[src/rtl/xlr8_pcint_ctrl.sv]
// rtl/xlr8_pcint_ctrl.sv - pin-change interrupt control/flag registers with per-port IRQ and optional sleep wake
// Optional wake handshake is built only when XLR8_PCINT_WAKE_EN is defined; otherwise wake_req is tied low.
module xlr8_pcint_ctrl #(
    parameter logic [7:0] PCICR_ADDR = 8'h68,
    parameter logic [7:0] PCIFR_ADDR = 8'h1B,
    parameter int         NUM_PORTS  = 3
) (
    input  logic                 clk,
    input  logic                 rstn,
    input  logic                 clken,
    input  logic [5:0]           adr,
    input  logic                 iore,
    input  logic                 iowe,
    input  logic [7:0]           ramadr,
    input  logic                 ramre,
    input  logic                 ramwe,
    input  logic                 dm_sel,
    input  logic [7:0]           dbus_in,
    output logic [7:0]           dbus_out,
    output logic                 io_out_en,
    input  logic [NUM_PORTS-1:0] pcifr_set,
    output logic [NUM_PORTS-1:0] pcint_irq,
    input  logic [NUM_PORTS-1:0] pcint_ack,
    output logic                 wake_req,
    input  logic                 wake_ack
);

    // Registers at or above 0x60 live in extended data memory, below that in I/O space
    localparam bit CR_IN_DM = (PCICR_ADDR >= 8'h60);
    localparam bit FR_IN_DM = (PCIFR_ADDR >= 8'h60);

    logic                 cr_hit;
    logic                 fr_hit;
    logic                 cr_re;
    logic                 cr_we;
    logic                 fr_re;
    logic                 fr_we;
    logic [NUM_PORTS-1:0] pcicr;
    logic [NUM_PORTS-1:0] pcifr;
    logic [NUM_PORTS-1:0] fr_clr;
    logic [7:0]           cr_ext;
    logic [7:0]           fr_ext;
    logic [7:0]           unused_dbus;

    // Only the low NUM_PORTS data bits are meaningful; the rest are intentionally dropped
    assign unused_dbus = dbus_in;

    // Address decode and read/write strobes for both registers
    always_comb begin
        cr_hit = CR_IN_DM ? (dm_sel && (ramadr == PCICR_ADDR)) : (adr == PCICR_ADDR[5:0]);
        fr_hit = FR_IN_DM ? (dm_sel && (ramadr == PCIFR_ADDR)) : (adr == PCIFR_ADDR[5:0]);
        cr_re  = cr_hit && (CR_IN_DM ? ramre : iore);
        cr_we  = cr_hit && (CR_IN_DM ? ramwe : iowe);
        fr_re  = fr_hit && (FR_IN_DM ? ramre : iore);
        fr_we  = fr_hit && (FR_IN_DM ? ramwe : iowe);
    end

    // Flag clear sources: write-one-to-clear from software (clken gated) and vector acknowledge (ungated)
    always_comb begin
        fr_clr = pcint_ack;
        if (fr_we && clken) begin
            fr_clr = fr_clr | dbus_in[NUM_PORTS-1:0];
        end
    end

    // Enable register: software writable only while the core clock is enabled
    always_ff @(posedge clk or negedge rstn) begin
        if (!rstn) begin
            pcicr <= '0;
        end else if (cr_we && clken) begin
            pcicr <= dbus_in[NUM_PORTS-1:0];
        end
    end

    // Flag register: set wins over any coincident clear so no pin change is ever lost
    always_ff @(posedge clk or negedge rstn) begin
        if (!rstn) begin
            pcifr <= '0;
        end else begin
            pcifr <= (pcifr & ~fr_clr) | pcifr_set;
        end
    end

    assign pcint_irq = pcifr & pcicr;

    // Zero-extend both registers to the bus width, unused upper bits read as zero
    always_comb begin
        cr_ext                = '0;
        fr_ext                = '0;
        cr_ext[NUM_PORTS-1:0] = pcicr;
        fr_ext[NUM_PORTS-1:0] = pcifr;
    end

    // Read mux: OR of whichever registers are being read, zero when neither
    always_comb begin
        dbus_out  = (cr_re ? cr_ext : 8'h00) | (fr_re ? fr_ext : 8'h00);
        io_out_en = cr_re || fr_re;
    end

`ifdef XLR8_PCINT_WAKE_EN
    // Wake request latches on any enabled pin change and drops on acknowledge, new change winning
    always_ff @(posedge clk or negedge rstn) begin
        if (!rstn) begin
            wake_req <= 1'b0;
        end else if (|(pcifr_set & pcicr)) begin
            wake_req <= 1'b1;
        end else if (wake_ack) begin
            wake_req <= 1'b0;
        end
    end
`else
    logic unused_wake_ack;
    assign unused_wake_ack = wake_ack;
    assign wake_req        = 1'b0;
`endif

endmodule
[config.mk]
export PLATFORM = sky130hd
export DESIGN_NAME = xlr8_pcint_ctrl
export DESIGN_NICKNAME = d
export VERILOG_FILES = /design/src/rtl/xlr8_pcint_ctrl.sv
export SDC_FILE = /design/constraint.sdc
export NUM_CORES = 1
export LEC_CHECK = 0
export ABC_AREA = 1
export CAP_MARGIN = 15
export CORE_MARGIN = 2
export CORE_UTILIZATION = 23
export DETAILED_ROUTE_END_ITERATION = 7
export GPL_TIMING_DRIVEN = 0
export PLACE_DENSITY = 0.66
export SLEW_MARGIN = 20
export SYNTH_ARGS = -nofsm -noshare
export SYNTH_HDL_FRONTEND = slang
export SYNTH_SLANG_ARGS = --single-unit
[constraint.sdc]
create_clock -name clk -period 1.53 [get_ports clk]
set_clock_uncertainty 0.1 [all_clocks]
set_input_delay 0.306 -clock clk [delete_from_list [all_inputs] [get_ports clk]]
set_output_delay 0.306 -clock clk [all_outputs]
set_load 0.05 [all_outputs]
==> impl_metrics.toml <==
[outcome]
status = "finished clean"

[clocking]
worstSkewPairLatency_ns = 0.24
cts_root_buf = "clkbuf_4"
hold_buffers = 0
path_clk_slew_ns = 0.04
cts_buffer_depth = 2
cts_htree_levels = 1
cts_made_buffers = 3
clock-sinks = 6
cts_tree = "yes"

[die]
rows = 17
die_h_microns = 52.9
start_util_pct = 24.6
die_area_sq_um = 2800
io_pins = 50
core_area_sq_um = 2230
die_w_microns = 52.9

[grt]
antenna_found_initial = 0
grt_start_max_net_pins = 8
grt_pass1_wl_microns = 2820
first_global_vias = 770
grtUsageTotal_pct = 13.9
overflow = 0

[placement]
placed_cell_area_sq_um = 973
placedCellCount = 151
hpwl_microns = 1380
io_buffers = 37
place.gp.congestion = 0.757

[setup_path]
path_class = "input port to output pin"
required_ns = 1.12
path_max_fanout = 5
cp.arrival_ns = 1.07
worst_setup_path_end_kind = "output pin"
start_kind = "input port"

[route]
wl_met2_microns = 950
drc = 0
top_layer = "met4"
via_count = 718
drt-total-wl_microns = 1790
drtIter0Drc = 5
drt-pass1-iter-count = 4
avgRoutedWirePerCell_microns = 10.7
drtAntennaViolNets = 0
met3_length_microns = 165
viasPerCell = 4.27
wl_met1_microns = 664

[pwr]
powerDensity_nw_per_um2 = 481
leakage_nw = 0.635
vdd_drop_max_uv = 304

[synthesis]
avgSynthCellArea_sq_um = 6.78
ys_seq_elements = 6
syn_inst = 81
ys_types = 14
yosys_warnings = 0
synth_area_leaders = "dfrtp_1 27%, nand2_1 18%, nand4_1 14%, inv_1 10%, buf_4 8.2%"
synthDominantCellAreaShare_pct = 27.3
yosys.area.top_type = "dfrtp_1"
syn_area_sq_um = 549
seq_area_frac_synth_pct = 27.3

[timing]
hold_violations = 0
period_minus_slack_ns = 1.48
timing.final.crit_share_pct = 96.7
slew_viol_final = 0
rsz0062_at_grt = "no"
clock.fmax_mhz = 676
setup_viol = 0

[cells_and_area]
antenna_cells = 0
synthToLayoutAreaGrowth_pct = 91.8
most-common-layout-cells = "23 x nand2_1, 21 x buf_4, 13 x inv_1, 13 x clkdlybuf4s50_1, 12 x nand4_1"
layout_commonest_cell = "nand2_1"
fillers = 239
design_area_sq_um = 1050
layout.nets = 179
drive_above_1_share_pct = 41.4
instances_no_fill = 168

[job]
drv_cap = 0

[min_path]
hp-class = "input port to async pin"
-- Yosys cell counts (all sizes together) --
master  count
nand2      27
inv        15
nand4      13
nor2       10
buf         6
dfrtp       6
nand3       3
conb        1
-- worst max-delay path, stage by stage --
cell and delay (ns):
buf_2 0.11, inv_2 0.06, nand3_4 0.09, nor2_8 0.14
nand4_1 0.10, nand2_1 0.11, buf_6 0.16
-- where the power goes --
part	leakage [nW]	internal, mW	total (mW)	switching [mW]
registers	0.0740	0.166	0.171	0.00538
logic	0.548	0.0941	0.196	0.101
clock network	0.0138	0.0883	0.140	0.0514
-- sequential cells by signal, summed over array words and instances (netlist names) --
name	count
pcicr	3
pcifr	3
-- cell type report --
type                            instances  area, sq um  area share, %
Buffer                                  6         45.0           4.28
Inverter                               15         56.3           5.34
Clock buffer                            3         22.5           2.14
Tap cell                               28         35.0           3.33
Multi-Input combinational cell         59          342           32.4
Timing Repair Buffer                   51          403           38.2
Sequential cell                         6          150           14.3
-- kinds of logic (layout without fill, tap and decap cells) --
| family | after synthesis | after routing | share of synthesized area, % |
|---|---|---|---|
| AND/OR/NAND/NOR | 53 | 53 | 53.5 |
| buffers and inverters | 21 | 75 | 18.4 |
| flip-flops | 6 | 6 | 27.3 |
| other | 1 | 6 | 0.683 |
-- repair_timing --
action	CTS	global route
gates resized for setup	72	28
buffers inserted	13	1
pin swaps	14	10
setup endpoints to repair	7	6
-- worst paths after layout --
check,start,end,slack [ns],depth (start not counted)
hold reg to reg,pcicr[2]$_DFFE_PN0P_,pcicr[2]$_DFFE_PN0P_,0.41,2
setup / recovery,ramadr[7],dbus_out[1],0.05,7
hold / removal,rstn,pcicr[1]$_DFFE_PN0P_,0.21,1
max in group asynchronous,rstn,pcifr[2]$_DFF_PN0_,0.91,1
setup reg to reg,pcifr[0]$_DFF_PN0_,pcifr[0]$_DFF_PN0_,0.72,4
min in group clk,adr[5],pcifr[2]$_DFF_PN0_,0.34,5
-- stage by stage --
| stage | hold WS [ns] | utilization, % | TNS (ns) | setup slack [ns] | total power [mW] |
|---|---|---|---|---|---|
| after global placement | 0.389 | 43.6 | -4.07 | -0.930 | 0.355 |
| after CTS | 0.205 | 48.6 | 0 | 0.000502 | 0.512 |
| final | 0.206 | 47.2 | 0 | 0.0512 | 0.507 |
| after global routing | 0.216 | 47.2 | 0 | 0.000583 | 0.539 |
| after floorplan | -0.0896 | - | 0 | 0.0943 | 0.258 |
| after detailed placement | 0.396 | 43.6 | -4.22 | -0.961 | 0.359 |
-- metal layers --
layer  up-vias  GRT usage [%]
met5         -              0
met2        36           26.3
met1       316           12.8
met3         2           3.39
li1        364              -
met4         0           9.40
Note: power is estimated with default switching activity, not from simulation.
